--- src/rtl/comp_pkg.sv ---
// ============================================================================
// Module   : comp_pkg
// Purpose  : Shared state encodings and index-width helper for comp_sort_ctrl.
// Revision : 1.0
// ============================================================================
`default_nettype none

package comp_pkg;

   typedef enum logic [1:0] {
      ST_LOAD = 2'd0,
      ST_SORT = 2'd1,
      ST_OUT  = 2'd2
   } state_t;

   // A two-entry buffer still needs one index bit.
   function automatic int idx_width(input int depth);
      return (depth > 2) ? $clog2(depth) : 1;
   endfunction

endpackage

`default_nettype wire

--- src/rtl/comp.sv ---
// ============================================================================
// Module   : comp
// Purpose  : Combinational unsigned magnitude comparator (gt / eq / lt).
// Revision : 1.0
// ============================================================================
`default_nettype none

module comp #(
   parameter int N = 8
) (
   input  logic [N-1:0] in0,
   input  logic [N-1:0] in1,
   output logic         gt,
   output logic         eq,
   output logic         lt
);

   assign gt = (in0 >  in1);
   assign eq = (in0 == in1);
   assign lt = (in0 <  in1);

endmodule

`default_nettype wire

--- src/rtl/comp_sort_ctrl.sv ---
// ============================================================================
// Module   : comp_sort_ctrl
// Purpose  : Loads DEPTH words, bubble-sorts them in place with one shared
//            comparator (one compare per clock), then streams them out ascending.
// Revision : 1.0
// ============================================================================
`default_nettype none

module comp_sort_ctrl
   import comp_pkg::*;
#(
   parameter int N     = 8,
   parameter int DEPTH = 8
) (
   input  logic         clk,
   input  logic         rst_n,
   input  logic         in_valid,
   output logic         in_ready,
   input  logic [N-1:0] in_data,
   output logic         out_valid,
   input  logic         out_ready,
   output logic [N-1:0] out_data,
   output logic         out_last,
   output logic         busy
);

   localparam int IDX_W = idx_width(DEPTH);

   localparam logic [IDX_W-1:0] c_one       = IDX_W'(1);
   localparam logic [IDX_W-1:0] c_last_idx  = IDX_W'(DEPTH - 1);
   localparam logic [IDX_W-1:0] c_last_pass = IDX_W'(DEPTH - 2);

   state_t           state_q,     state_d;
   logic [N-1:0]     mem_q [DEPTH];
   logic [N-1:0]     mem_d [DEPTH];
   logic [IDX_W-1:0] wr_idx_q,    wr_idx_d;
   logic [IDX_W-1:0] rd_idx_q,    rd_idx_d;
   logic [IDX_W-1:0] pass_q,      pass_d;
   logic [IDX_W-1:0] cmp_idx_q,   cmp_idx_d;
   logic             swapped_q,   swapped_d;
   logic             in_ready_q,  in_ready_d;
   logic             out_valid_q, out_valid_d;
   logic             out_last_q,  out_last_d;
   logic             busy_q,      busy_d;
   logic [N-1:0]     out_data_q,  out_data_d;

   logic [IDX_W-1:0] w_cmp_nxt;
   logic [N-1:0]     w_a;
   logic [N-1:0]     w_b;
   logic             w_gt;
   logic             w_eq;
   logic             w_lt;
   logic             w_pass_end;
   logic             w_unused_cmp;

   assign w_cmp_nxt    = cmp_idx_q + c_one;
   assign w_a          = mem_q[cmp_idx_q];
   assign w_b          = mem_q[w_cmp_nxt];
   assign w_pass_end   = (cmp_idx_q == (c_last_pass - pass_q));
   // Only gt steers the sort; strict greater-than keeps equal words in order.
   assign w_unused_cmp = w_eq ^ w_lt;

   comp #(
      .N (N)
   ) u_comp (
      .in0 (w_a),
      .in1 (w_b),
      .gt  (w_gt),
      .eq  (w_eq),
      .lt  (w_lt)
   );

   always_comb begin
      state_d   = state_q;
      mem_d     = mem_q;
      wr_idx_d  = wr_idx_q;
      rd_idx_d  = rd_idx_q;
      pass_d    = pass_q;
      cmp_idx_d = cmp_idx_q;
      swapped_d = swapped_q;

      case (state_q)
         ST_LOAD: begin
            if (in_valid && in_ready_q) begin
               mem_d[wr_idx_q] = in_data;
               if (wr_idx_q == c_last_idx) begin
                  wr_idx_d  = '0;
                  pass_d    = '0;
                  cmp_idx_d = '0;
                  swapped_d = 1'b0;
                  state_d   = ST_SORT;
               end else begin
                  wr_idx_d = wr_idx_q + c_one;
               end
            end
         end
         ST_SORT: begin
            if (w_gt) begin
               mem_d[cmp_idx_q] = w_b;
               mem_d[w_cmp_nxt] = w_a;
            end
            if (w_pass_end) begin
               if (!(swapped_q || w_gt) || (pass_q == c_last_pass)) begin
                  rd_idx_d = '0;
                  state_d  = ST_OUT;
               end else begin
                  pass_d    = pass_q + c_one;
                  cmp_idx_d = '0;
                  swapped_d = 1'b0;
               end
            end else begin
               cmp_idx_d = w_cmp_nxt;
               swapped_d = swapped_q | w_gt;
            end
         end
         ST_OUT: begin
            if (out_valid_q && out_ready) begin
               if (out_last_q) begin
                  rd_idx_d = '0;
                  state_d  = ST_LOAD;
               end else begin
                  rd_idx_d = rd_idx_q + c_one;
               end
            end
         end
         default: state_d = ST_LOAD;
      endcase

      // Outputs are registered from the next-state view so they line up with state_q.
      in_ready_d  = (state_d == ST_LOAD);
      out_valid_d = (state_d == ST_OUT);
      busy_d      = (state_d != ST_LOAD);
      out_last_d  = (state_d == ST_OUT) && (rd_idx_d == c_last_idx);
      out_data_d  = (state_d == ST_OUT) ? mem_d[rd_idx_d] : out_data_q;
   end

   always_ff @(posedge clk) begin
      if (!rst_n) begin
         state_q     <= ST_LOAD;
         for (int k = 0; k < DEPTH; k++) begin
            mem_q[k] <= '0;
         end
         wr_idx_q    <= '0;
         rd_idx_q    <= '0;
         pass_q      <= '0;
         cmp_idx_q   <= '0;
         swapped_q   <= 1'b0;
         in_ready_q  <= 1'b1;
         out_valid_q <= 1'b0;
         out_last_q  <= 1'b0;
         busy_q      <= 1'b0;
         out_data_q  <= '0;
      end else begin
         state_q     <= state_d;
         mem_q       <= mem_d;
         wr_idx_q    <= wr_idx_d;
         rd_idx_q    <= rd_idx_d;
         pass_q      <= pass_d;
         cmp_idx_q   <= cmp_idx_d;
         swapped_q   <= swapped_d;
         in_ready_q  <= in_ready_d;
         out_valid_q <= out_valid_d;
         out_last_q  <= out_last_d;
         busy_q      <= busy_d;
         out_data_q  <= out_data_d;
      end
   end

   assign in_ready  = in_ready_q;
   assign out_valid = out_valid_q;
   assign out_last  = out_last_q;
   assign out_data  = out_data_q;
   assign busy      = busy_q;

endmodule

`default_nettype wire

--- config.mk ---
export PLATFORM = sky130hd
export DESIGN_NAME = comp_sort_ctrl
export DESIGN_NICKNAME = d
export VERILOG_FILES = /design/src/rtl/comp_pkg.sv /design/src/rtl/comp.sv /design/src/rtl/comp_sort_ctrl.sv
export SDC_FILE = /design/constraint.sdc
export NUM_CORES = 1
export LEC_CHECK = 0
export BUFFER_PORTS_ARGS = -buffer_cell sky130_fd_sc_hd__buf_2
export CAP_MARGIN = 20
export CORE_MARGIN = 1.5
export CORE_UTILIZATION = 29
export CTS_BUF_LIST = sky130_fd_sc_hd__clkbuf_16
export DETAILED_ROUTE_END_ITERATION = 16
export HOLD_SLACK_MARGIN = 0.12
export SKIP_CTS_REPAIR_TIMING = 1
export SLEW_MARGIN = 20
export SYNTH_ARGS = -nofsm -noshare
export SYNTH_HDL_FRONTEND = slang
export SYNTH_HIERARCHICAL = 1
export SYNTH_SLANG_ARGS = --single-unit
export TNS_END_PERCENT = 1
--- constraint.sdc ---
create_clock -name clk -period 4.24 [get_ports clk]
set_input_delay 0.212 -clock clk [delete_from_list [all_inputs] [get_ports clk]]
set_output_delay 0.212 -clock clk [all_outputs]
set_load 0.02 [all_outputs]
==> impl_metrics.csv, run 1 <==
group,metric,value,unit
routing,first_pass_iters,8,
placed_design,pre_cts_ws,-0.1582,ns
critical_path,path_max_fanout,6,
logic_synthesis,synth_area,8439,sq um
clock_tree,clk-insertion-delay-late,0.37,ns
critical_path,cp_slowest_cell,"mux4_2",
critical_path,crit_chain,"ha_4 -> buf_12 -> mux4_2 -> nand2_1 -> nand2_1 -> inv_2 -> ha_4 -> nor2b_4 -> o211ai_2 -> a21oi_2 -> o21ba_4 -> a2bb2oi_2 -> o41ai_4 -> nand2_2 -> a21oi_4 -> buf_8 -> nand4_1 -> o211ai_1 -> a21o_1 -> a31oi_1",
outcome,violations,"setup timing",
critical_path,cp_slowest_stage_delay,0.53,ns
cells_and_area,multi_input_area,6256,sq um
timing,setup_ws,-0.1070,ns
timing,slew-limit-headroom,0.2756,
timing,finClkSkew,0.01441,ns
global_routing,grt_pass1_vias,9663,
pwr,power.share.sequential,0.381,
clock_tree,clock_path_buffers,2,
outcome,status,"finished with violations",
clock_tree,clk_pin_slew,0.08,ns
pwr,peakVddDrop,0.0001794,V
floorplan,pin_count,24,
cells_and_area,layout_common_cells,"buf_4 (217), nand2_1 (140), nor2_1 (97)",
routing,num_vias,10730,
logic_synthesis,ys_warn_count,6,
routing,initialDrtViolationCount,1534,
routing,drtAntennaViolNets,0,
pwr,combinationalPowerShare,0.240,
placed_design,dpl.cell_count,1644,
placed_design,dp.final_hpwl,35120,microns
pwr,clockPowerShare,0.379,
floorplan,dieArea,30130,sq um
clock_tree,cts_sinks,91,
placed_design,port_buffers,23,
pwr,p_int,1.552,mW
logic_synthesis,syn_inst,1102,
floorplan,fp.dieH,173.6,microns
timing,setup_violations,8,
global_routing,grt_max_degree,58,
critical_path,end_kind,"flip-flop",
cells_and_area,fillers,3076,
timing,hold_slack,0.3457,ns
cells_and_area,utilization,0.3871,
timing,grt_setup_unrepaired,"true",
pwr,swShare,0.3332,
timing,worst-slew-pin-transition,1.077,ns
clock_tree,cts_tree,"built",
routing,avgRoutedWirePerCell,28.27,microns
clock_tree,cts.root.buffer_cell,"clkbuf_16",
placed_design,gp_congestion,1.036,
run,maxCapViolCount,0,
critical_path,arrival,4.60,ns
critical_path,worstSetupPathType,"flip-flop to flip-flop",
floorplan,initial_core_util,0.2940,
hold_path,hp-class,"input port to flip-flop",
global_routing,grt_pass1_wl,67120,microns
routing,avgViaCountPerCell,6.397,
cells_and_area,finalNonFillerCells,1677,
cells_and_area,nets,1318,
pwr,p_leak,4.313,nW
clock_tree,ctsHtreeMaxLevel,3,
clock_tree,numCtsBuffers,9,
logic_synthesis,syn_avg_cell_area,7.658,sq um
pwr,powerDensity,209.5,nW/um^2
critical_path,critPathLaunchType,"flip-flop",
routing,wl,47410,microns
global_routing,grt-ovfl-total,0,
timing,period_minus_slack,4.347,ns
cells_and_area,layout_commonest_cell,"buf_4",
pwr,power_switching,0.7756,mW
routing,drc,0,
timing,finalHoldViolCount,0,
floorplan,rows,62,
cells_and_area,seqCellArea,1827,sq um
timing,period_share,1.025,
global_routing,antenna_found_initial,0,
floorplan,core,28700,sq um
critical_path,worstPathRequired,4.49,ns
floorplan,die-width,173.6,microns
logic_synthesis,synth_nets,1133,
timing,slew_viol_final,0,
cells_and_area,synthToLayoutAreaGrowth,31.67,%
timing,fmax,230.0,MHz
global_routing,grtUsageTotal,0.3027,
cells_and_area,drive_gt1_frac,0.2957,
## power groups by stage
stage	sequential, mW	combinational (mW)	clock (mW)
detailed placement	0.906	0.512	0
global route	0.888	0.577	0.929
floorplan	0.896	0.274	0
global placement	0.907	0.517	0
finish	0.887	0.559	0.882
CTS	0.886	0.514	0.893
## path summary, 6_finish.rpt
| check | start | to | slack, ns | cells past startpoint |
|---|---|---|---|---|
| worst min-delay path | in_data[3] | mem_q[43]$_SDFF_PN0_ | 0.35 | 4 |
| worst max-delay path | cmp_idx_q[0]$_SDFFE_PN0P_ | out_data[5]$_SDFFE_PN0P_ | -0.11 | 20 |
| worst min register to register | out_data[3]$_SDFFE_PN0P_ | out_data[3]$_SDFFE_PN0P_ | 0.49 | 2 |
| worst max register to register | cmp_idx_q[0]$_SDFFE_PN0P_ | out_data[5]$_SDFFE_PN0P_ | -0.11 | 20 |
## final cells by class
| cell class | count | share of cell area |
|---|---|---|
| Antenna cell | 1 | 0.0002252 |
| Inverter | 33 | 0.01115 |
| Tap cell | 384 | 0.04324 |
| Timing Repair Buffer | 260 | 0.1903 |
| Multi-Input combinational cell | 892 | 0.5630 |
| Clock inverter | 7 | 0.007432 |
| Sequential cell | 91 | 0.1644 |
| Clock buffer | 9 | 0.02027 |
## sequential cells by signal, summed over array words and instances (netlist names)
register	cells
wr_idx_q	3
in_ready	1
cmp_idx_q	3
swapped_q	1
rd_idx_q	3
mem_q	64
out_last	1
pass_q	3
out_valid	1
out_data	8
busy	1
state_q	2
## worst max-delay path: cells and delay by family (launching register included)
family | cells | cell delay [ns]
AND/OR/NAND/NOR | 5 | 0.61
flip-flops | 1 | 0.37
multiplexers | 1 | 0.53
adder cells (fa/ha/maj) | 2 | 0.51
buffers and inverters | 3 | 0.40
AO/OA/AOI/OAI | 9 | 1.78
## per-layer routing
layer  GRT usage  wire length [microns]
met5    0.009615                     43
met2      0.4297                  19310
met1      0.4058                  18980
met3     0.09232                   6009
met4      0.1670                   3063
## metrics by stage
stage	total power, mW	setup TNS [ns]	cell area, sq um
3_5_place_dp	1.419	-0.5834	10430
4_1_cts	2.293	-0.9551	10740
5_1_grt	2.394	-1.223	11110
2_1_floorplan	1.170	0	8452
6_report	2.328	-0.4012	11110
3_3_place_gp	1.424	-0.4300	10430
No activity file was read; power rests on OpenSTA's default activity.
==> run 2, diff against run 1 <==
CTS_BUF_LIST = sky130_fd_sc_hd__clkbuf_4 sky130_fd_sc_hd__clkbuf_8   (was sky130_fd_sc_hd__clkbuf_16)
==> run 2 against run 1 <==
  * The flow still finishes with violations (setup timing)
  * Non-clock buffer count fell by 2
  * Global-route usage is essentially flat
  * Utilization shrank 0.39 points
  * Final cell count decreased by 0.18%
  * Critical endpoint unchanged
==> impl_metrics.csv, run 2 (same netlist as run 1, synthesis figures left out) <==
group,metric,value,unit
outcome,status,"finished with violations",
outcome,violations,"setup timing",
critical_path,rr_endpoint,"out_data[5]$_SDFFE_PN0P_",
pwr,p_leak,4.260,nW
cells_and_area,nets,1316,
routing,num_vias,10620,
placed_design,dp.final_hpwl,35120,microns
routing,initialDrtViolationCount,1480,
pwr,powerDensity,194.6,nW/um^2
clock_tree,cts_sinks,91,
critical_path,end_kind,"flip-flop",
hold_path,worstHoldEndpoint,"mem_q[43]$_SDFF_PN0_",
timing,worst-slew-pin-transition,1.083,ns
critical_path,reg2reg_depth,20,
floorplan,rows,62,
hold_path,hp-class,"input port to flip-flop",
critical_path,worstPathRequired,4.54,ns
pwr,peakVddDrop,0.0001247,V
critical_path,path_max_fanout,6,
clock_tree,numCtsBuffers,9,
timing,finalHoldViolCount,0,
routing,drc,0,
timing,slew-limit-headroom,0.2716,
floorplan,dieArea,30130,sq um
clock_tree,clk_pin_slew,0.12,ns
routing,avgViaCountPerCell,6.346,
timing,fmax,230.5,MHz
global_routing,grt_pass1_vias,9683,
routing,wl,47550,microns
critical_path,crit_chain,"ha_4 -> buf_12 -> mux4_2 -> nand2_1 -> nand2_1 -> inv_2 -> ha_4 -> nor2b_4 -> o211ai_2 -> a21oi_2 -> o21ba_4 -> a2bb2oi_2 -> o41ai_4 -> nand2_2 -> a21oi_4 -> buf_8 -> nand4_1 -> o211ai_1 -> a21o_1 -> a31oi_1",
cells_and_area,layout_commonest_cell,"buf_4",
clock_tree,clk-insertion-delay-late,0.41,ns
timing,setup_violations,7,
critical_path,worst-path-buf-inv,3,
hold_path,holdPathStages,4,
critical_path,cp_slowest_cell,"mux4_2",
hold_path,hold_path.startpoint,"in_data[3]",
critical_path,worstReg2RegStart,"cmp_idx_q[0]$_SDFFE_PN0P_",
cells_and_area,synthToLayoutAreaGrowth,30.33,%
floorplan,fp.dieH,173.6,microns
critical_path,worstSetupPathType,"flip-flop to flip-flop",
critical_path,reg2reg_slack,-0.1,ns
floorplan,pin_count,24,
routing,first_pass_iters,6,
cells_and_area,drive_gt1_frac,0.2961,
critical_path,critPathLaunchType,"flip-flop",
placed_design,port_buffers,23,
floorplan,core,28700,sq um
pwr,p_total,2.140,mW
critical_path,crit_family,"compound AO/OA/AOI/OAI gates",
critical_path,arrival,4.64,ns
clock_tree,ctsHtreeMaxLevel,3,
timing,grt_setup_unrepaired,"true",
cells_and_area,largest_register_ffs,64,
floorplan,die-width,173.6,microns
global_routing,grt_pass1_wl,67090,microns
timing,slew_viol_final,0,
global_routing,antenna_found_initial,0,
timing,setup_ws,-0.09780,ns
clock_tree,clock_path_buffers,2,
routing,avgRoutedWirePerCell,28.41,microns
clock_tree,cts_tree,"built",
cells_and_area,layout_common_cells,"buf_4 (215), nand2_1 (139), nor2_1 (97)",
routing,drtAntennaViolNets,0,
clock_tree,cts.root.buffer_cell,"clkbuf_8",
placed_design,gp_congestion,1.036,
critical_path,cp_slowest_stage_delay,0.53,ns
floorplan,initial_core_util,0.2940,
timing,period_share,1.023,
cells_and_area,diodes,0,
run,maxCapViolCount,0,
timing,period_minus_slack,4.338,ns
timing,finClkSkew,0.02280,ns
global_routing,grt-ovfl-total,0,
cells_and_area,regMostFlops,"mem_q",
global_routing,grtUsageTotal,0.3025,
global_routing,grt_max_degree,58,
placed_design,pre_cts_ws,-0.1582,ns
run 2: where the power goes:
| group | internal (mW) | switching, mW | total (mW) |
|---|---|---|---|
| logic | 0.216 | 0.343 | 0.558 |
| clock network | 0.303 | 0.391 | 0.694 |
| registers | 0.866 | 0.0215 | 0.888 |
| total | 1.38 | 0.755 | 2.14 |
run 2: layer usage:
metal / track usage / wire length (microns) / vias to the layer above
li1: - / - / 4536
met3: 0.09145 / 6171 / 208
met1: 0.4033 / 18840 / 5046
met4: 0.1731 / 3337 / 0
met5: 0 / 0 / -
met2: 0.4309 / 19200 / 834
run 2: worst min-delay path, delay by kind of cell:
kind / cells / cell delay, ns
buffers and inverters: 1 / 0.16
and+or+nand+nor: 1 / 0.08
AOI/OAI and AO/OA: 2 / 0.22
run 2: how the worst max path moves through the flow:
stage	startpoint	end	cells past startpoint
final	cmp_idx_q[0]$_SDFFE_PN0P_	out_data[5]$_SDFFE_PN0P_	20
after global placement	cmp_idx_q[0]$_SDFFE_PN0P_	out_data[7]$_SDFFE_PN0P_	19
after floorplan	cmp_idx_q[0]$_SDFFE_PN0P_	out_data[0]$_SDFFE_PN0P_	20
after CTS	cmp_idx_q[0]$_SDFFE_PN0P_	out_data[7]$_SDFFE_PN0P_	19
after global routing	cmp_idx_q[0]$_SDFFE_PN0P_	out_data[5]$_SDFFE_PN0P_	20
after detailed placement	cmp_idx_q[0]$_SDFFE_PN0P_	out_data[7]$_SDFFE_PN0P_	19
run 2: cell type report:
class / instances / area, sq um
tap: 384 / 480.5
inverter: 33 / 123.9
multi-input combinational: 892 / 6259
fill: 3093 / 17700
clock inverter: 6 / 78.83
timing repair buffer: 258 / 2093
clock buffer: 10 / 137.6
sequential: 91 / 1827
run 2: stage by stage:
stage          area, sq um  hold slack, ns  TNS, ns    util  instances
6_report             11000          0.2982  -0.4025  0.3832       1674
5_1_grt              11000          0.2786   -1.410  0.3832       1674
4_1_cts              10640          0.2793   -1.009  0.3708       1660
3_5_place_dp         10430          0.4721  -0.5834  0.3633       1644
3_3_place_gp         10430          0.4640  -0.4300  0.3633       1644
2_1_floorplan         8452          0.3475        0       -       1102
